$ cat src/rtl/mgt_01_pkg.sv
// Shared types and defaults for the multiplier issue/retire scheduler.
package mgt_01_pkg;
  typedef logic [31:0] data_u;

  typedef enum logic [1:0] {
    MUL_U    = 2'd0,
    MULH_U   = 2'd1,
    MULHSU_U = 2'd2,
    MULHU_U  = 2'd3
  } mul_ops_e;

  localparam int MUL_LATENCY_DEF = 4;
  localparam int TAG_W_DEF       = 5;
endpackage

$ cat src/rtl/mgt_01_mul_sched_if.sv
// Issue, multiplier and writeback signals of the scheduler; slave is the scheduler's view.
interface mgt_01_mul_sched_if
  import mgt_01_pkg::*;
#(
  parameter int MUL_LATENCY = MUL_LATENCY_DEF,
  parameter int TAG_W       = TAG_W_DEF
);
  localparam int CNT_W = $clog2(MUL_LATENCY + 1);

  logic             issue_valid_i;
  logic             issue_ready_o;
  mul_ops_e         issue_ops_i;
  data_u            issue_op_A_i;
  data_u            issue_op_B_i;
  logic [TAG_W-1:0] issue_tag_i;
  logic             flush_i;
  data_u            mul_op_A_o;
  data_u            mul_op_B_o;
  mul_ops_e         mul_ops_o;
  logic             mul_clk_en_o;
  data_u            mul_result_i;
  logic             wb_valid_o;
  logic             wb_ready_i;
  data_u            wb_result_o;
  logic [TAG_W-1:0] wb_tag_o;
  logic [CNT_W-1:0] inflight_o;
  logic             idle_o;

  modport slave (
    input  issue_valid_i, issue_ops_i, issue_op_A_i, issue_op_B_i, issue_tag_i,
           flush_i, mul_result_i, wb_ready_i,
    output issue_ready_o, mul_op_A_o, mul_op_B_o, mul_ops_o, mul_clk_en_o,
           wb_valid_o, wb_result_o, wb_tag_o, inflight_o, idle_o
  );

  modport master (
    output issue_valid_i, issue_ops_i, issue_op_A_i, issue_op_B_i, issue_tag_i,
           flush_i, mul_result_i, wb_ready_i,
    input  issue_ready_o, mul_op_A_o, mul_op_B_o, mul_ops_o, mul_clk_en_o,
           wb_valid_o, wb_result_o, wb_tag_o, inflight_o, idle_o
  );
endinterface

$ cat src/rtl/mgt_01_mul_track.sv
// Valid/tag shift register that mirrors a fixed-latency, enable-gated datapath pipeline.
module mgt_01_mul_track
  import mgt_01_pkg::*;
#(
  parameter  int DEPTH = MUL_LATENCY_DEF,
  parameter  int TAG_W = TAG_W_DEF,
  localparam int CNT_W = $clog2(DEPTH + 1)
) (
  input  logic                        clk,
  input  logic                        rst,
  input  logic                        en,
  input  logic                        flush,
  input  logic                        in_vld,
  input  logic [TAG_W-1:0]            in_tag,
  output logic [DEPTH-1:0]            vld,
  output logic [DEPTH-1:0][TAG_W-1:0] tag,
  output logic [CNT_W-1:0]            cnt
);
  logic [DEPTH-1:0]            vld_nxt;
  logic [DEPTH-1:0][TAG_W-1:0] tag_nxt;

  always_comb begin
    vld_nxt    = '0;
    tag_nxt    = '0;
    vld_nxt[0] = in_vld;
    tag_nxt[0] = in_tag;
    for (int i = 1; i < DEPTH; i++) begin
      vld_nxt[i] = vld[i-1];
      tag_nxt[i] = tag[i-1];
    end
  end

  // Flush kills valids even while frozen; tags just follow the enable.
  always_ff @(posedge clk) begin
    if (rst) begin
      vld <= '0;
      tag <= '0;
    end else begin
      if (flush)   vld <= '0;
      else if (en) vld <= vld_nxt;
      if (en)      tag <= tag_nxt;
    end
  end

  always_comb begin
    cnt = '0;
    for (int i = 0; i < DEPTH; i++) cnt = cnt + CNT_W'(vld[i]);
  end
endmodule

$ cat src/rtl/mgt_01_mul_sched.sv
// Issue/retire controller for the pipelined multiplier: gates its clock enable and tracks in-flight tags.
module mgt_01_mul_sched
  import mgt_01_pkg::*;
#(
  parameter int MUL_LATENCY = MUL_LATENCY_DEF,
  parameter int TAG_W       = TAG_W_DEF
) (
  input logic               clk_i,
  input logic               rst_i,
  mgt_01_mul_sched_if.slave bus
);
  localparam int L     = MUL_LATENCY;
  localparam int CNT_W = $clog2(L + 1);

  logic [L-1:0]            vld_q;
  logic [L-1:0][TAG_W-1:0] tag_q;
  logic [CNT_W-1:0]        cnt;
  logic                    advance;
  logic                    accept;

  // A held result freezes the multiplier and tracker together; flush always frees them.
  assign advance = !(vld_q[L-1] && !bus.wb_ready_i) || bus.flush_i;
  assign accept  = bus.issue_valid_i && bus.issue_ready_o;

  assign bus.issue_ready_o = advance && !bus.flush_i;
  assign bus.mul_clk_en_o  = advance;
  assign bus.mul_op_A_o    = bus.issue_op_A_i;
  assign bus.mul_op_B_o    = bus.issue_op_B_i;
  assign bus.mul_ops_o     = bus.issue_ops_i;

  mgt_01_mul_track #(
    .DEPTH (L),
    .TAG_W (TAG_W)
  ) u_track (
    .clk    (clk_i),
    .rst    (rst_i),
    .en     (advance),
    .flush  (bus.flush_i),
    .in_vld (accept),
    .in_tag (bus.issue_tag_i),
    .vld    (vld_q),
    .tag    (tag_q),
    .cnt    (cnt)
  );

  assign bus.wb_valid_o  = vld_q[L-1] && !bus.flush_i;
  assign bus.wb_result_o = bus.mul_result_i;
  assign bus.wb_tag_o    = tag_q[L-1];
  assign bus.inflight_o  = cnt;
  assign bus.idle_o      = (cnt == '0);
endmodule

$ cat src/flat_wrapper.sv
// flat-port wrapper written by rule: the top's interface ports become plain ports
module mgt_01_mul_sched_flat import mgt_01_pkg::*;
#(
  parameter int MUL_LATENCY = MUL_LATENCY_DEF,
  parameter int TAG_W       = TAG_W_DEF
)
  (clk_i, rst_i, bus_issue_valid_i, bus_issue_ops_i, bus_issue_op_A_i, bus_issue_op_B_i, bus_issue_tag_i, bus_flush_i, bus_mul_result_i, bus_wb_ready_i, bus_issue_ready_o, bus_mul_op_A_o, bus_mul_op_B_o, bus_mul_ops_o, bus_mul_clk_en_o, bus_wb_valid_o, bus_wb_result_o, bus_wb_tag_o, bus_inflight_o, bus_idle_o);
  mgt_01_mul_sched_if #(.MUL_LATENCY(MUL_LATENCY), .TAG_W(TAG_W)) bus_i ();
  input logic clk_i;
  input logic rst_i;
  input wire logic [$bits(bus_i.issue_valid_i)-1:0] bus_issue_valid_i;
  input wire logic [$bits(bus_i.issue_ops_i)-1:0] bus_issue_ops_i;
  input wire logic [$bits(bus_i.issue_op_A_i)-1:0] bus_issue_op_A_i;
  input wire logic [$bits(bus_i.issue_op_B_i)-1:0] bus_issue_op_B_i;
  input wire logic [$bits(bus_i.issue_tag_i)-1:0] bus_issue_tag_i;
  input wire logic [$bits(bus_i.flush_i)-1:0] bus_flush_i;
  input wire logic [$bits(bus_i.mul_result_i)-1:0] bus_mul_result_i;
  input wire logic [$bits(bus_i.wb_ready_i)-1:0] bus_wb_ready_i;
  output wire logic [$bits(bus_i.issue_ready_o)-1:0] bus_issue_ready_o;
  output wire logic [$bits(bus_i.mul_op_A_o)-1:0] bus_mul_op_A_o;
  output wire logic [$bits(bus_i.mul_op_B_o)-1:0] bus_mul_op_B_o;
  output wire logic [$bits(bus_i.mul_ops_o)-1:0] bus_mul_ops_o;
  output wire logic [$bits(bus_i.mul_clk_en_o)-1:0] bus_mul_clk_en_o;
  output wire logic [$bits(bus_i.wb_valid_o)-1:0] bus_wb_valid_o;
  output wire logic [$bits(bus_i.wb_result_o)-1:0] bus_wb_result_o;
  output wire logic [$bits(bus_i.wb_tag_o)-1:0] bus_wb_tag_o;
  output wire logic [$bits(bus_i.inflight_o)-1:0] bus_inflight_o;
  output wire logic [$bits(bus_i.idle_o)-1:0] bus_idle_o;
  assign bus_i.issue_valid_i = bus_issue_valid_i;
  assign bus_i.issue_ops_i = bus_issue_ops_i;
  assign bus_i.issue_op_A_i = bus_issue_op_A_i;
  assign bus_i.issue_op_B_i = bus_issue_op_B_i;
  assign bus_i.issue_tag_i = bus_issue_tag_i;
  assign bus_i.flush_i = bus_flush_i;
  assign bus_i.mul_result_i = bus_mul_result_i;
  assign bus_i.wb_ready_i = bus_wb_ready_i;
  assign bus_issue_ready_o = bus_i.issue_ready_o;
  assign bus_mul_op_A_o = bus_i.mul_op_A_o;
  assign bus_mul_op_B_o = bus_i.mul_op_B_o;
  assign bus_mul_ops_o = bus_i.mul_ops_o;
  assign bus_mul_clk_en_o = bus_i.mul_clk_en_o;
  assign bus_wb_valid_o = bus_i.wb_valid_o;
  assign bus_wb_result_o = bus_i.wb_result_o;
  assign bus_wb_tag_o = bus_i.wb_tag_o;
  assign bus_inflight_o = bus_i.inflight_o;
  assign bus_idle_o = bus_i.idle_o;
  mgt_01_mul_sched #(.MUL_LATENCY(MUL_LATENCY), .TAG_W(TAG_W)) u_core (.clk_i(clk_i), .rst_i(rst_i), .bus(bus_i));
endmodule
$ cat config.mk
export PLATFORM = sky130hd
export DESIGN_NAME = mgt_01_mul_sched_flat
export DESIGN_NICKNAME = d
export VERILOG_FILES = /design/src/rtl/mgt_01_pkg.sv /design/src/rtl/mgt_01_mul_sched_if.sv /design/src/rtl/mgt_01_mul_track.sv /design/src/rtl/mgt_01_mul_sched.sv /design/src/flat_wrapper.sv
export SDC_FILE = /design/constraint.sdc
export NUM_CORES = 1
export LEC_CHECK = 0
export ABC_AREA = 1
export CAP_MARGIN = 20
export CORE_AREA = 2 2 85 87
export DETAILED_ROUTE_END_ITERATION = 10
export DIE_AREA = 0 0 87 89
export HOLD_SLACK_MARGIN = 0.05
export MAX_ROUTING_LAYER = met4
export PLACE_DENSITY_LB_ADDON = 0.1
export SYNTH_ARGS = -nofsm -noshare
export SYNTH_HDL_FRONTEND = slang
export SYNTH_HIERARCHICAL = 1
export SYNTH_SLANG_ARGS = --single-unit
$ cat constraint.sdc
create_clock -name clk_i -period 4.2 [get_ports clk_i]
set_input_delay 0.84 -clock clk_i [delete_from_list [all_inputs] [get_ports clk_i]]
set_output_delay 0.84 -clock clk_i [all_outputs]
set_load 0.02 [all_outputs]
==> Word level (Yosys, flattened, before mapping) <==
Cells that the tools add are included.
{ "op_classes": {"n_addsub": 3, "reduce_logical": 10} }
{ "ops": {"columns": ["cell", "n"], "rows": [
  ["logical AND 1 bit", 4],
  ["adder 2 x 1 -> 3 bit", 1],
  ["adder 3 x 1 -> 3 bit", 1],
  ["logical NOT 1 bit", 3],
  ["logical NOT 3 bit", 1],
  ["adder 1 x 1 -> 2 bit", 1],
  ["OR reduction 2 bit", 1],
  ["logical OR 1 bit", 1]
]} }
{ "totals": {"regBits": 24, "inputBits": 108, "out_inout_bits": 110, "word_cells": 18} }

==> Longest topological paths before layout <==
{ "logic_depth": {"depth_word": 6, "ltp_mapped": 8, "mapped_depth_nobuf": 8} }

==> Cells and area by module <==
Netlist, hierarchy kept.
{ "modules_own_cells": {"columns": ["mod", "instances", "cells_per_inst", "area_per_inst_um2", "seq_area_each_um2"], "rows": [
  ["mgt_01_mul_track", 1, 120, 959.7, 480.5],
  ["mgt_01_mul_sched", 1, 109, 783.3, 0.0]
]} }

==> Worst setup path after synthesis <==
OpenSTA, ideal clock, no wires.
{ "synth_path": {"path_type": "flip-flop to output port", "start": "register u_core.u_track.vld[1]", "end": "output port bus_idle_o", "arrival_ns": 1.996, "required_ns": 3.360, "slack_ns": 1.364, "path_stages_with_launch": 7, "path_buffers": 0, "path_cell_list": "dfxtp_1 inv_1 fa_1 inv_1 ha_1 ha_1 nor3_1"} }
{ "synth_between": {"elab_chain_cells": 4} }
{ "synth_rtl": {"columns": ["item", "line_no", "rtl"], "rows": [
  ["start, declared", "mgt_01_mul_track.sv:15", "output logic [DEPTH-1:0] vld,"],
  ["start signal, assigned", "mgt_01_mul_track.sv:40", "else if (en) vld <= vld_nxt;"],
  ["adder 1 x 1 -> 2 bit", "mgt_01_mul_track.sv:47", "for (int i = 0; i < DEPTH; i++) cnt = cnt + CNT_W'(vld[i]);"],
  ["adder 2 x 1 -> 3 bit", "mgt_01_mul_track.sv:47", null],
  ["adder 3 x 1 -> 3 bit", "mgt_01_mul_track.sv:47", null],
  ["via bus_inflight_o[1]", "flat_wrapper.sv:27", "output wire logic [$bits(bus_i.inflight_o)-1:0] bus_inflight_o;"],
  ["logical NOT 3 bit", "mgt_01_mul_sched.sv:50", "assign bus.idle_o = (cnt == '0);"],
  ["end, declared", "flat_wrapper.sv:28", "output wire logic [$bits(bus_i.idle_o)-1:0] bus_idle_o;"]
]} }
The timed path passes the listed nets, and every way through them passes these cells.

==> Worst setup path after layout <==
{ "layout_path": {"start": "register u_core.u_track.vld[1]", "end": "output port bus_idle_o"} }
{ "layout_between": {"elab_chain_cells": 4} }
{ "layout_rtl": {"columns": ["item", "line_no"], "rows": [
  ["adder 1 x 1 -> 2 bit", "mgt_01_mul_track.sv:47"],
  ["adder 2 x 1 -> 3 bit", "mgt_01_mul_track.sv:47"],
  ["adder 3 x 1 -> 3 bit", "mgt_01_mul_track.sv:47"],
  ["logical NOT 3 bit", "mgt_01_mul_sched.sv:50"]
]} }
No other way between the ends.

==> reports/summary.txt <==
Status - completed
Grt ovf - 0
Sequential area share after synthesis - 27.6%
Post-Synthesis Cells - 229
Num CTS Buffers - 3
Mapped cell area - 1740 um2
Final period demand of the worst path - 3350 ps
CP endpoint kind - primary output
Placeable Area - 6720 um2
Largest net degree at the start of global routing - 28
HP Class - flop to flop
Clock Skew - 5.00 ps
Maximum clock frequency - 0.298 GHz
Net Count, Synth - 340
PD cells - 359 nW/um2
Pleak - 0.543 nW
N_diodes - 0
R2R depth - 8
Final Max Slew Viols - 0
Die H - 89 um
Largest family of logic cells by synthesized area - buffers and inverters
M1 GR Usage - 9.09%
Met3 GRT Util - 4.25%
Final Wtd Congestion - 0.727
Vias in the first global route - 913
PostCTS Resize Cnt - 0
Most Used Layer, Global Route - met2
Slowest CP cell - clkdlybuf4s50_1
CTS Root Buffer Type - clkbuf_8
Simple-gate portion of the synthesized area - 14.4%
Worst-skew pair later-pin latency - 260 ps
Row Count - 30
Mux cell area share after synthesis - 0%
Fin. Hold Viols - 0
Clock transition at path regs - 90 ps
Worst-path cell chain - inv_1, fa_1, inv_1, ha_1, ha_1, nor3_1, clkdlybuf4s50_1
Synth unique cells - 15
H-Tree Depth - 1
CP arrival - 2510 ps
Total number of vias - 927
Hold endpoint - u_core/u_track/tag[11]
Synth Area in Compound Gates - 5.74%
Crit path largest cell delay - 630 ps
Crit Path Max Fanout - 3
Die area - 7740 um2
Deepest clock path buffer count - 2
R2r startpoint - u_core/u_track/vld[3]
Period utilization - 79.9%
Ports - 218
WL per Instance - 13.2 um
CP Buf/Inv Count - 3
Number of routed nets with antenna violations - 0
Layout Nets - 262
FF-to-FF setup slack - 2880 ps
Yosys Warn Count - 6
Post CTS Setup Buffer Count - 0
Slew HR - 63.8%
# DRC - 0
Avg Cell Area, Syn - 7.61 um2
Hold Path Stages - 2
Seq cells post-synth - 24
Unrepaired setup endpoints after global routing - false
Max VDD drop - 0.126 mV
Setup CP Type - flop to primary output
Setup Total Neg Slack - 0 ps
Die width - 87 um
Total Wirelength - 3050 um
Area Overhead vs Synth - -24.1%
Hold Worst Slack - 486 ps
CP Data Required Time - 3360 ps
# Max-Cap Violations - 0
Via density - 4.03
GR Layer Usage met2 - 9.51%
Sink Count - 24
Slew of the pin with the lowest slew margin - 543 ps
Reg-to-Reg End - u_core/u_track/vld[2]
Drt first pass iters - 4
Starting Density - 25.9%
Detailed Place HPWL - 2130 um
Layout cells sized above 1 - 7.33%
Worst hold start - u_core/u_track/tag[6]
Adder-cell share of the synthesized area - 2.58%
Drt initial violations - 56
Initial antenna violation count - 0
Post-Synth XOR/XNOR Area - 0%
Delay-heaviest family, CP - adder cells
Port bufs - 21
CTS tree - done
Global-route wire length before repair - 4700 um
Total GRT Usage - 8.02%
CTS Hold Bufs - 0
Final setup fails - 0
CP Launch Type - flop
state kept, by name (all words and copies together), names as in the netlist:
signal	cells
u_core/u_track/tag	20
u_core/u_track/vld	4
report_power, final:
part	switching, W	internal [W]
sequential	0.00000328	0.000234
clock	0.0000743	0.000127
combinational	0.0000168	0.0000182
total	0.0000945	0.000380
cell type report:
| type | count | area, um2 |
|---|---|---|
| clock buffer | 3 | 41.3 |
| clock inverter | 1 | 30.0 |
| fill | 754 | 5400 |
| inverter | 14 | 57.6 |
| multi-input combinational | 86 | 395 |
| sequential | 24 | 480 |
| tap | 80 | 100 |
| timing repair buffer | 22 | 218 |
through the flow:
step | total power (W) | worst slack (ps) | utilization (%) | instance area [um2] | cells
4_1_cts | 0.000488 | 800 | 19.7 | 1320 | 230
2_1_floorplan | 0.000398 | 1360 | - | 1740 | 229
5_1_grt | 0.000503 | 666 | 19.7 | 1320 | 230
3_3_place_gp | 0.000278 | 1150 | 18.6 | 1250 | 226
6_report | 0.000474 | 846 | 19.7 | 1320 | 230
3_5_place_dp | 0.000278 | 1110 | 18.6 | 1250 | 226
worst register-to-register path, cell delays in order, from the launching register on:
cell and delay (ps):
dfxtp_1 380, inv_1 70, nor2_2 110, nand2_1 80, buf_4 230, inv_6 200, nand2_1 70, nand2_1 60
nor2_1 40
per-layer routing:
| metal | vias to the layer above | wire length [um] |
|---|---|---|
| met5 | - | 0 |
| met4 | 0 | 272 |
| met3 | 30 | 419 |
| met2 | 60 | 1130 |
| met1 | 403 | 1230 |
| li1 | 434 | - |
Yosys cell counts, drive strengths merged:
library cell | number | share of area (%)
o21ai | 20 | 5.7
nor3 | 1 | 0.29
nor2 | 51 | 12
buf | 105 | 46
nand2 | 11 | 2.4
ha | 2 | 1.4
dfxtp | 24 | 28
inv | 14 | 3.3
fa | 1 | 1.1
how the worst max path moves through the flow:
stage	start	endpoint	slack (ps)	depth (start not counted)
finish	u_core/u_track/vld[1]	bus_idle_o	850	7
global route	u_core/u_track/vld[1]	bus_idle_o	670	7
CTS	u_core/u_track/vld[1]	bus_idle_o	800	7
detailed placement	u_core/u_track/vld[1]	bus_idle_o	1110	7
global placement	u_core/u_track/vld[1]	bus_idle_o	1150	7
floorplan	u_core/u_track/vld[1]	bus_idle_o	1360	6
placed cells by master, fill, tap and decap left out:
master | netlist | layout
inv_6 | 1 | 1
nor3_1 | 1 | 1
inv_1 | 13 | 13
o21ai_0 | 17 | 17
nand2_1 | 11 | 11
nor2_1 | 46 | 46
o21ai_1 | 3 | 3
nor2_2 | 5 | 5
clkbuf_8 | 0 | 3
bufinv_16 | 0 | 1
ha_1 | 2 | 2
clkdlybuf4s50_1 | 0 | 21
buf_4 | 98 | 1
fa_1 | 1 | 1
dfxtp_1 | 24 | 24
cells by family after synthesis:
kind of cell | after synthesis
AOI/OAI and AO/OA | 20
adders and majority gates | 3
buffers and inverters | 119
DFF | 24
and+or+nand+nor | 63
(Power assumes the default switching activity.)
